$ cat src/rtl/modem_ctl_pkg.sv
// Shared types and defaults for the UART modem-control sequencer.
// State encodings match the debug LED decode on the board.
package modem_ctl_pkg;

    localparam int STATE_W = 3;
    localparam int HI_MARK_DEF = 12;
    localparam int LO_MARK_DEF = 4;

    typedef enum logic [STATE_W-1:0] {
        ST_IDLE     = 3'd0,
        ST_WAIT_DSR = 3'd1,
        ST_READY    = 3'd2,
        ST_ACTIVE   = 3'd3,
        ST_THROTTLE = 3'd4
    } state_e;

    function automatic int max3(input int a, input int b, input int c);
        int m;
        m = (a > b) ? a : b;
        return (m > c) ? m : c;
    endfunction

endpackage

$ cat src/rtl/tick_prescaler.sv
// Free-running prescaler; tick_o is the registered carry-out,
// high for one cycle every 2**W cycles.
module tick_prescaler #(
    parameter int W = 16
) (
    input  logic clk_i,
    input  logic rst_ni,
    output logic tick_o
);

    logic [W-1:0] cnt_q;
    logic         tick_q;

    always_ff @(posedge clk_i or negedge rst_ni) begin
        if (!rst_ni) begin
            cnt_q  <= '0;
            tick_q <= 1'b0;
        end else begin
            cnt_q  <= cnt_q + 1'b1;
            tick_q <= &cnt_q;
        end
    end

    assign tick_o = tick_q;

endmodule

$ cat src/rtl/modem_ctl_sequencer.sv
// Sequences DSR/CTS from debounced DTR/RTS and receive-buffer level,
// with all timing counted in prescaler TICKs.
module modem_ctl_sequencer
    import modem_ctl_pkg::*;
#(
    parameter int PRESCALE_W = 16,
    parameter int LEVEL_W    = 5,
    parameter int DEBOUNCE   = 4,
    parameter int DSR_DELAY  = 8,
    parameter int HOLDOFF    = 2,
    parameter int HI_MARK    = HI_MARK_DEF,
    parameter int LO_MARK    = LO_MARK_DEF
) (
    input  logic               CLK,
    input  logic               RESETN,
    input  logic               DTR,
    input  logic               RTS,
    input  logic [LEVEL_W-1:0] RX_LEVEL,
    output logic               DSR,
    output logic               CTS,
    output logic               TICK,
    output logic [STATE_W-1:0] STATE
);

    localparam int CNT_MAX = max3(DSR_DELAY, DEBOUNCE, HOLDOFF);
    localparam int CW      = $clog2(CNT_MAX + 1);

    localparam logic [CW-1:0]      DEB_LAST = CW'(DEBOUNCE - 1);
    localparam logic [CW-1:0]      DLY_LAST = CW'(DSR_DELAY - 1);
    localparam logic [CW-1:0]      HOLD_L   = CW'(HOLDOFF);
    localparam logic [LEVEL_W-1:0] HI_L     = LEVEL_W'(HI_MARK);
    localparam logic [LEVEL_W-1:0] LO_L     = LEVEL_W'(LO_MARK);

    logic tick;

    tick_prescaler #(
        .W(PRESCALE_W)
    ) u_presc (
        .clk_i (CLK),
        .rst_ni(RESETN),
        .tick_o(tick)
    );

    logic [1:0] pin;
    logic [1:0] db;

    assign pin = {RTS, DTR};

    for (genvar g = 0; g < 2; g++) begin : g_db
        logic          s1_q;
        logic          s2_q;
        logic          db_q;
        logic [CW-1:0] cnt_q;

        always_ff @(posedge CLK or negedge RESETN) begin
            if (!RESETN) begin
                s1_q  <= 1'b0;
                s2_q  <= 1'b0;
                db_q  <= 1'b0;
                cnt_q <= '0;
            end else begin
                s1_q <= pin[g];
                s2_q <= s1_q;
                // Any return to the accepted level restarts the count.
                if (s2_q == db_q) begin
                    cnt_q <= '0;
                end else if (tick) begin
                    if (cnt_q == DEB_LAST) begin
                        db_q  <= s2_q;
                        cnt_q <= '0;
                    end else begin
                        cnt_q <= cnt_q + 1'b1;
                    end
                end
            end
        end

        assign db[g] = db_q;
    end

    logic dtr_db;
    logic rts_db;

    assign dtr_db = db[0];
    assign rts_db = db[1];

    state_e        state_q, state_d;
    logic [CW-1:0] dly_q;
    logic [CW-1:0] hold_q;
    logic          dsr_q;
    logic          cts_q;

    always_comb begin
        state_d = state_q;
        case (state_q)
            ST_IDLE: begin
                if (dtr_db) state_d = ST_WAIT_DSR;
            end
            ST_WAIT_DSR: begin
                if (tick && dly_q == DLY_LAST) state_d = ST_READY;
            end
            ST_READY: begin
                if (rts_db && RX_LEVEL < HI_L) state_d = ST_ACTIVE;
            end
            ST_ACTIVE: begin
                if (RX_LEVEL >= HI_L) state_d = ST_THROTTLE;
                else if (!rts_db)     state_d = ST_READY;
            end
            ST_THROTTLE: begin
                if (!rts_db)
                    state_d = ST_READY;
                else if (hold_q >= HOLD_L && RX_LEVEL <= LO_L)
                    state_d = ST_ACTIVE;
            end
            default: state_d = ST_IDLE;
        endcase
        // Losing DTR beats every other transition.
        if (state_q != ST_IDLE && !dtr_db) state_d = ST_IDLE;
    end

    always_ff @(posedge CLK or negedge RESETN) begin
        if (!RESETN) begin
            state_q <= ST_IDLE;
            dly_q   <= '0;
            hold_q  <= '0;
            dsr_q   <= 1'b0;
            cts_q   <= 1'b0;
        end else begin
            state_q <= state_d;
            if (state_d != ST_WAIT_DSR)
                dly_q <= '0;
            else if (tick)
                dly_q <= dly_q + 1'b1;
            if (state_q != ST_THROTTLE || state_d != ST_THROTTLE)
                hold_q <= '0;
            else if (tick && hold_q != HOLD_L)
                hold_q <= hold_q + 1'b1;
            dsr_q <= (state_d == ST_READY) || (state_d == ST_ACTIVE) ||
                     (state_d == ST_THROTTLE);
            cts_q <= (state_d == ST_ACTIVE);
        end
    end

    assign DSR   = dsr_q;
    assign CTS   = cts_q;
    assign TICK  = tick;
    assign STATE = state_q;

endmodule

$ cat config.mk
export PLATFORM = sky130hd
export DESIGN_NAME = modem_ctl_sequencer
export DESIGN_NICKNAME = d
export VERILOG_FILES = /design/src/rtl/modem_ctl_pkg.sv /design/src/rtl/tick_prescaler.sv /design/src/rtl/modem_ctl_sequencer.sv
export SDC_FILE = /design/constraint.sdc
export NUM_CORES = 1
export LEC_CHECK = 0
export ABC_AREA = 1
export CAP_MARGIN = 10
export CORE_MARGIN = 2
export CORE_UTILIZATION = 52
export DETAILED_ROUTE_END_ITERATION = 6
export PLACE_DENSITY = 0.72
export SLEW_MARGIN = 20
export SYNTH_ARGS = -nofsm -noshare
export SYNTH_HDL_FRONTEND = slang
export SYNTH_SLANG_ARGS = --single-unit
$ cat constraint.sdc
create_clock -name CLK -period 1.3 [get_ports CLK]
set_input_delay 0.26 -clock CLK [delete_from_list [all_inputs] [get_ports CLK]]
set_output_delay 0.26 -clock CLK [all_outputs]
set_load 0.05 [all_outputs]
After elaboration in Yosys (flattened, before gate mapping)
Cells that the tools add are included.
W data, S select, Z words.
{ "totals": {"ff_bits": 44, "input_bits": 9, "out_inout_bits": 6, "elab_cells": 79} }
{ "classes": {"addsub": 5, "n_lt_le_gt_ge": 4, "eq_ne": 16, "muxes": 19, "bitwise_logic": 2, "n_reduce_logical": 18} }
{ "ops": {"columns": ["op", "count"], "rows": [
  ["$mux W4", 10],
  ["$mux W3", 8],
  ["$add A16 B1 Y16 const B", 1],
  ["$add A4 B1 Y4 const B", 4],
  ["$reduce_and A16 Y1", 1],
  ["$pmux W3 S5", 1],
  ["$eq A3 B2 Y1 const B", 4],
  ["$eq A4 B2 Y1 const B", 2],
  ["$reduce_bool A2 Y1", 4],
  ["$eq A3 B3 Y1 const B", 2],
  ["$ne A3 B3 Y1 const B", 2],
  ["$reduce_and A3 Y1", 2],
  ["$ge A5 B4 Y1 const B", 1],
  ["$le A5 B3 Y1 const B", 1],
  ["$logic_and A1 B1 Y1", 5],
  ["$lt A5 B4 Y1 const B", 1],
  ["$eq A4 B3 Y1 const B", 1],
  ["$ge A4 B2 Y1 const B", 1],
  ["$ne A4 B2 Y1 const B", 1],
  ["$eq A3 B1 Y1 const B", 1],
  ["$logic_not A3 Y1", 1],
  ["$logic_or A1 B1 Y1", 3],
  ["$ne A3 B1 Y1 const B", 1],
  ["$reduce_bool A3 Y1", 1],
  ["other kinds (3)", 5]
]} }

Logic depth before layout (Yosys ltp)
Gate-level depths: netlist of run 1.
{ "depth": {"depth_word": 9, "mapped_depth": 11, "ltp_nobuf": 11} }

Cells and area by module
From an unflattened synthesis of run 1, not the netlist that was laid out.
{ "hier_totals": {"hier_cells": 250, "area_unflattened_um2": 2205.9} }
{ "modules_own_cells": {"columns": ["mod", "instances", "cells_each", "area_per_inst_um2", "seq_area_each_um2"], "rows": [
  ["modem_ctl_sequencer", 1, 159, 1408.9, 675.6],
  ["tick_prescaler", 1, 91, 797.0, 425.4]
]} }

Worst setup path before layout of run 1
OpenSTA, ideal clock, no wires.
{ "synth_timing": {"kind": "reg2reg", "from": "reg state_q[2] (netlist: STATE[2])", "to": "reg dly_q[0]", "setup_time_ns": 0.073, "arrival_time_ns": 1.461, "required_ns": 1.227, "slack_ns": -0.234, "stages_incl_launch_ff": 9, "cell_sequence": "dfrtp_1 -> inv_1 -> nor2_2 -> nand4_1 -> nand2_1 -> nand2_1 -> nand3_1 -> nand3_1 -> nor2_1"} }
{ "synth_via": {"elab_chain_len": 6, "elab_cells_between_ends": 19} }
{ "synth_rtl": {"columns": ["element", "line", "text"], "rows": [
  ["start, declared", "modem_ctl_sequencer.sv:87", "state_e state_q, state_d;"],
  ["start signal, assigned", "modem_ctl_sequencer.sv:129", "state_q <= state_d;"],
  ["$mux W3, on equally long branches", "modem_ctl_sequencer.sv:112, modem_ctl_sequencer.sv:107", null],
  ["$mux W3, on equally long branches", "modem_ctl_sequencer.sv:110, modem_ctl_sequencer.sv:106", null],
  ["$pmux W3 S5", "modem_ctl_sequencer.sv:95", "case (state_q)"],
  ["$mux W3 *", "modem_ctl_sequencer.sv:118", "if (state_q != ST_IDLE && !dtr_db) state_d = ST_IDLE;"],
  ["$ne A3 B1 Y1 *", "modem_ctl_sequencer.sv:130", "if (state_d != ST_WAIT_DSR)"],
  ["$mux W4 or $reduce_bool A2 Y1 (tied branches)", null, null],
  ["end signal, assigned", "modem_ctl_sequencer.sv:133", "dly_q <= dly_q + 1'b1;"],
  ["end, declared", "modem_ctl_sequencer.sv:88", "logic [CW-1:0] dly_q;"]
]} }
Every way passes the cells marked *; elsewhere a longest branch is shown, timed or not.
A chain may end at the register's enable or synchronous reset.

Final worst setup path of run 1
{ "layout_timing": {"from": "reg u_presc.cnt_q[0]", "to": "reg u_presc.cnt_q[14]"} }
{ "layout_via": {"elab_chain_len": 1} }
{ "layout_rtl": {"columns": ["element", "line", "text"], "rows": [
  ["start, declared", "tick_prescaler.sv:11", "logic [W-1:0] cnt_q;"],
  ["start signal, assigned", "tick_prescaler.sv:19", "cnt_q <= cnt_q + 1'b1;"],
  ["$add A16 B1 Y16", "tick_prescaler.sv:19", null]
]} }
Every way passes these cells.

==> flow_summary_export.csv, run 1 <==
group,metric,value,unit
logic_synthesis,syn_inst,223,
cts,cts_root_buffer,"clkbuf_8",
cells_and_area,layout.cells.non_filler,330,
logic_synthesis,synthTopCellsByArea,"dfrtp_1, nand2_1, xor2_1",
logic_synthesis,ys_ff_latch,44,
cts,clock_sinks,44,
cts,clock_latency,300,ps
run,cap_viol_max_count,0,
cells_and_area,fill_cells,220,
logic_synthesis,syn_area_per_cell,9.28,um^2
cells_and_area,diodes,0,
grt,track_usage,0.209,
logic_synthesis,synth.largest_area_cell,"dfrtp_1",
setup_path,endpoint_kind,"flop",
logic_synthesis,seq_area_frac_synth,0.532,
logic_synthesis,ys_types,25,
cells_and_area,nets,296,
grt,grt_overflow,0,
timing,maxSlewHeadroom,0.782,
floorplanning,initial_core_util,0.553,
setup_path,path_max_fanout,3,
timing,fmax,685,MHz
logic_synthesis,async_flop_share,1.00,
cells_and_area,area_growth,44.3,%
placed_design,dp_hpwl,2.62,mm
drt,wl,4.37,mm
timing,fin_crit,1460,ps
grt,first_global_vias,1574,
placed_design,numPlacedInstances,305,
grt,grt_pass1_wl,6.91,mm
timing,fin_crit_sh,1.12,
pwr,powerDensity,865,mW/mm^2
cts,cts_tree,"done",
status,violations,"setup timing",
timing,finalSetupTns,-1810,ps
timing,hold_violations,0,
cts,max-clock-path-buffers,2,
drt,avgViaCountPerCell,4.96,
placed_design,dpl_cell_area,0.00252,mm^2
timing,fin_hold_ws,360,ps
grt,grt_max_degree,45,
pwr,ir_worst_vdd,1.16,mV
logic_synthesis,netlist_area,0.00207,mm^2
logic_synthesis,synth.top_cell.area_share,0.532,
drt,drt_iter0_markers,84,
grt,antenna_found_initial,0,
timing,clock_skew,11.0,ps
drt,first_pass_iters,4,
logic_synthesis,synth_common_cells,"nand2_1, dfrtp_1, nor2_1, inv_1, xor2_1",
setup_path,worstPathRequired,1510,ps
timing,fin_ws,-160,ps
timing,slew_viol_final,0,
pwr,total_power,2.58,mW
drt,wl_per_cell,13.3,um
logic_synthesis,synthFlopType,"dfrtp_1",
setup_path,path_class,"reg -> reg",
logic_synthesis,yosysWarnings,0,
cells_and_area,layout-drive-gt1-share,0.443,
cells_and_area,multiInputGateArea,0.00107,mm^2
placed_design,io_buffers,14,
floorplanning,dieWidth,67.1,um
floorplanning,dieHeight,67.1,um
drt,drc,0,
timing,setup_violations,19,
drt,vias,1637,
floorplanning,die_area,0.00450,mm^2
timing,rsz0062_at_grt,"true",
status,outcome,"finished with violations",
min_path,min-delay-path-class,"reg -> reg",
cts,cts_max_level,2,
cts,numCtsBuffers,5,
cts,clkTransAtPathRegs,70,ps
pwr,leakagePower,1.40,nW
logic_synthesis,synth_nets,238,
placed_design,gp_congestion,0.788,
drt,ant_nets,0,
floorplanning,row_count,22,
floorplanning,num_io_pins,15,
timing,tightest_slew,324,ps
setup_path,cp-start-kind,"flop",
floorplanning,core_region_area,0.00374,mm^2
setup_path,cp.arrival,1670,ps
cells_and_area,final_area,0.00299,mm^2
logic_synthesis,synth-edff-count,0,
cells_and_area,regArea,0.00111,mm^2
logic_synthesis,synth.most_common_cell,"nand2_1",
-- routing by layer --
layer,vias up,track usage,share of wire
met1,791,0.259,0.43
met2,23,0.356,0.53
met4,0,0.0689,0.014
met5,-,0,0
met3,9,0.0507,0.031
li1,814,-,-
-- cell families after synthesis --
kind of cell,synth area share
AO/OA/AOI/OAI,0.0326
XOR/XNOR,0.0846
adder cells (fa/ha/maj),0.0363
buffers and inverters,0.0532
flip-flops,0.532
multiplexers,0.00967
AND/OR/NAND/NOR,0.252
-- what timing repair did --
action,CTS,global route
resized for setup,21,41
hold endpoints to repair,44,0
setup endpoints to repair,17,30
setup buffers,7,10
hold buffers,1,0
pin swaps,7,18
-- area by class of cell --
type	count	share of cell area
clock inverters	1	0.0101
well taps	48	0.0201
clock buffers	7	0.0323
multi-input cells	150	0.358
flip-flops and latches	44	0.371
repair buffers	52	0.174
inverters	28	0.0352
-- sequential cells by signal, indices dropped and copies added, names as in the netlist --
register        count
CTS                 1
DSR                 1
STATE               3
dly_q               4
dtr_db              1
g_db.cnt_q          8
g_db.db_q           1
g_db.s1_q           2
g_db.s2_q           2
hold_q              4
u_presc.cnt_q      16
u_presc.tick_o      1
-- final timing paths --
path                       depth (start not counted)        startpoint           endpoint  slack [ps]
setup / recovery                                   9  u_presc.cnt_q[0]  u_presc.cnt_q[14]        -160
hold / removal                                     0      g_db[0].s1_q       g_db[0].s2_q         360
setup reg to reg                                   9  u_presc.cnt_q[0]  u_presc.cnt_q[14]        -160
hold reg to reg                                    0      g_db[0].s1_q       g_db[0].s2_q         360
max in group asynchronous                          3            RESETN   u_presc.cnt_q[2]         620
min in group asynchronous                          3            RESETN     u_presc.tick_o         460
-- report_power, final --
group | internal (mW) | switching (mW)
combinational | 0.0328 | 0.0403
clock | 0.678 | 0.454
sequential | 1.37 | 0.00352
total | 2.08 | 0.498
-- per-stage QoR --
step	setup WS, ps	utilization
final	-160	0.797
after detailed placement	-295	0.674
after CTS	-137	0.746
after floorplan	-84.1	-
after global placement	-234	0.674
after global routing	-271	0.797
-- critical path: stages, from the launching register on --
cell	delay [ps]
dfrtp_1	360
ha_2	210
nand3_4	90
nor2_4	130
nand2_2	60
inv_2	70
nand2_2	70
nor2_2	80
nand3b_1	100
xnor2_1	200
-- cell usage in the layout (no fill, tap or decap), types with 7 or more instances in the layout --
cell / n
clkdlybuf4s50_1: 7
clkbuf_8: 7
inv_2: 10
nor2_1: 17
buf_12: 7
dfrtp_1: 38
nand2_2: 14
inv_1: 18
nand3_1: 7
buf_4: 30
xor2_1: 14
nor2_2: 11
nand2_1: 30
(Power assumes the default switching activity.)
==> run 2, diff against run 1 <==
- HOLD_SLACK_MARGIN: default -> 0.12
- PLACE_DENSITY: 0.72 -> 0.71
- SYNTH_HIERARCHICAL: default -> 1
==> run 2 against run 1 <==
Net effect: the flow still finishes with violations (setup timing); utilization shrank 11 points; clock skew shrank 2.1 ps; setup slack gained 120 ps; sequential power about the same; via count is 1.8% higher; clock power down 24%; die area rose by 6.2%; area after synthesis is 6.6% higher; global-route usage shrank 3.4 points; combinational power is 7.7% higher.
==> flow_summary_export.csv, run 2 <==
group,metric,value,unit
status,outcome,"finished with violations",
status,violations,"setup timing",
cells_and_area,final_common_cell,"nand2_1",
setup_path,slowest_delay,430,ps
cts,clock_sinks,44,
cts,clkTransAtPathRegs,90,ps
grt,track_usage,0.175,
logic_synthesis,yosysWarnings,6,
floorplanning,core_region_area,0.00403,mm^2
logic_synthesis,synth.most_common_cell,"nand2_1",
setup_path,worstPathRequired,1540,ps
pwr,intPower,1.79,mW
logic_synthesis,yosys-mux-area-fraction,0.00454,
logic_synthesis,synth_common_cells,"nand2_1, dfrtp_1, nor2_1, inv_1, nand3_1",
cells_and_area,layout-drive-gt1-share,0.279,
floorplanning,dieWidth,69.1,um
cells_and_area,nets,301,
timing,fmax,745,MHz
logic_synthesis,synth_top_family_by_area,"simple AND/OR/NAND/NOR gates",
drt,drc,0,
timing,rsz0062_at_grt,"true",
timing,fin_ws,-42.6,ps
cells_and_area,regMostFlops,"u_presc/cnt_q",
pwr,switchingPower,526,uW
setup_path,cp.arrival,1580,ps
timing,maxSlewHeadroom,0.836,
setup_path,endpoint_kind,"flop",
pwr,ir_worst_vdd,0.838,mV
logic_synthesis,async_flop_share,1.00,
logic_synthesis,ys_types,27,
grt,busiest_layer,"met2",
cells_and_area,mostFrequentLayoutCells,"nand2_1, dfrtp_1, inv_1, nor2_1, nand3_1",
logic_synthesis,synthAdderAreaFrac,0.0340,
floorplanning,initial_core_util,0.548,
setup_path,cp-start-kind,"flop",
grt,use_met1,0.208,
cells_and_area,largest_register_ffs,16,
grt,grt_overflow,0,
min_path,min-delay-path-class,"reg -> reg",
logic_synthesis,ys_ff_latch,44,
drt,wl,3.83,mm
floorplanning,dieHeight,69.1,um
timing,finalSetupTns,-291,ps
logic_synthesis,syn_inst,250,
cts,cts_max_level,2,
timing,fin_crit_sh,1.03,
logic_synthesis,netlist_area,0.00221,mm^2
placed_design,io_buffers,14,
floorplanning,die_area,0.00478,mm^2
cts,cts_tree,"done",
cells_and_area,diodes,0,
cts,numCtsBuffers,5,
placed_design,place_ws,-287,ps
grt,antenna_found_initial,0,
logic_synthesis,synth-edff-count,0,
drt,drt_iter0_markers,57,
drt,wl_per_cell,11.4,um
pwr,leakagePower,1.27,nW
pwr,share_comb_of_total_power,0.034,
logic_synthesis,synth_nets,265,
grt,grtUsageMet3,0.0482,
cells_and_area,fill_cells,315,
run,cap_viol_max_count,0,
timing,clock_skew,8.93,ps
cells_and_area,area_growth,25.4,%
timing,slew_viol_final,0,
pwr,pwr-share-seq,0.595,
logic_synthesis,seq_area_frac_synth,0.499,
grt,grt_use_met2,0.302,
floorplanning,row_count,23,
timing,fin_crit,1340,ps
drt,vias,1667,
cts,clock_latency,300,ps
grt,first_global_vias,1656,
drt,avgViaCountPerCell,4.95,
placed_design,dp_hpwl,2.72,mm
cts,cts_root_buffer,"clkbuf_8",
cells_and_area,top_regs,"u_presc/cnt_q (16), g_db.cnt_q (8)",
logic_synthesis,synth_compound_area_frac,0.0448,
logic_synthesis,synthTopCellsByArea,"dfrtp_1, nand2_1, nor2_1",
logic_synthesis,synth-xor-area-share,0.0675,
logic_synthesis,synth.largest_area_cell,"dfrtp_1",
logic_synthesis,synth_simple_gate_area_frac,0.290,
placed_design,dpl_cell_area,0.00256,mm^2
logic_synthesis,synth.top_cell.area_share,0.499,
timing,fin_hold_ws,357,ps
drt,first_pass_iters,4,
logic_synthesis,synthFlopType,"dfrtp_1",
setup_path,path_max_fanout,4,
pwr,pwr-share-clk,0.371,
cts,max-clock-path-buffers,2,
pwr,switching_share,0.227,
cells_and_area,final_area,0.00277,mm^2
setup_path,crit_chain,"ha_4 -> nor2_4 -> nand2_2 -> nand3_2 -> nand2_1 -> nand2_1 -> nand2_1 -> nand2_2 -> nand3_4 -> nor2_1",
timing,setup_violations,11,
floorplanning,num_io_pins,15,
setup_path,path_class,"reg -> reg",
placed_design,gp_congestion,0.818,
timing,hold_violations,0,
logic_synthesis,syn_area_per_cell,8.82,um^2
pwr,powerDensity,837,mW/mm^2
drt,ant_nets,0,
setup_path,slowest_stage,"dfrtp_1",
timing,tightest_slew,245,ps
setup_path,path_common_cell,"nand2_1",
grt,grt_max_degree,45,
grt,grt_pass1_wl,6.78,mm
==> run 2: final cells by class <==
class | count | area [um^2] | area share
sequential | 44 | 1110 | 0.400
multi-input combinational | 171 | 1040 | 0.375
timing repair buffer | 30 | 338 | 0.122
inverter | 34 | 128 | 0.0462
clock buffer | 5 | 68.8 | 0.0249
tap | 50 | 62.6 | 0.0226
clock inverter | 3 | 23.8 | 0.00860
==> run 2: worst paths after layout <==
kind,startpoint,endpoint,slack [ps],depth (start not counted)
min,g_db[0].s1_q,g_db[0].s2_q,360,0
max in group asynchronous,RESETN,STATE[2],630,3
max reg2reg,hold_q[1],dly_q[0],-40,10
min reg2reg,g_db[0].s1_q,g_db[0].s2_q,360,0
min in group asynchronous,RESETN,g_db[0].cnt_q[3],460,3
max,hold_q[1],dly_q[0],-40,10
==> run 2: logic make-up (layout without fill, tap and decap cells) <==
kind of cell             after synthesis  after routing
AO/OA/AOI/OAI                         15             15
XOR/XNOR                              17             17
adder cells (fa/ha/maj)                6              6
buffers and inverters                 35             72
flip-flops                            44             44
multiplexers                           1              1
AND/OR/NAND/NOR                      132            132
==> run 2: power by group through the flow <==
| stage | clock network, mW | registers, mW | logic [mW] |
|---|---|---|---|
| detailed placement | 0 | 1.40 | 0.0785 |
| floorplan | 0 | 1.40 | 0.0146 |
| finish | 0.860 | 1.38 | 0.0787 |
| global route | 0.948 | 1.38 | 0.0896 |
| CTS | 0.900 | 1.38 | 0.0810 |
| global placement | 0 | 1.40 | 0.0781 |
==> run 2: metal layers <==
metal	share of wire	wire, um
met1	0.46	1760
met4	0.011	43
met5	0	0
met2	0.50	1910
met3	0.031	120
==> run 2: stage by stage <==
stage / instances / power [mW] / utilization
floorplan: 250 / 1.42 / -
global placement: 323 / 1.48 / 0.635
detailed placement: 323 / 1.48 / 0.635
CTS: 334 / 2.36 / 0.673
global route: 337 / 2.41 / 0.686
finish: 337 / 2.31 / 0.686
==> run 2: critical path, delay by kind of cell, from the launching register on <==
kind                       cells  cell delay (ps)
DFF                            1              430
and+or+nand+nor                9              660
adders and majority gates      1              190
==> run 2: repair_timing <==
item / in CTS / in global routing
endpoints found under the hold margin: 44 / 0
setup buffers: 2 / 3
pin swaps: 6 / 3
hold buffers: 1 / 0
setup endpoints to repair: 12 / 20
resized for setup: 7 / 10
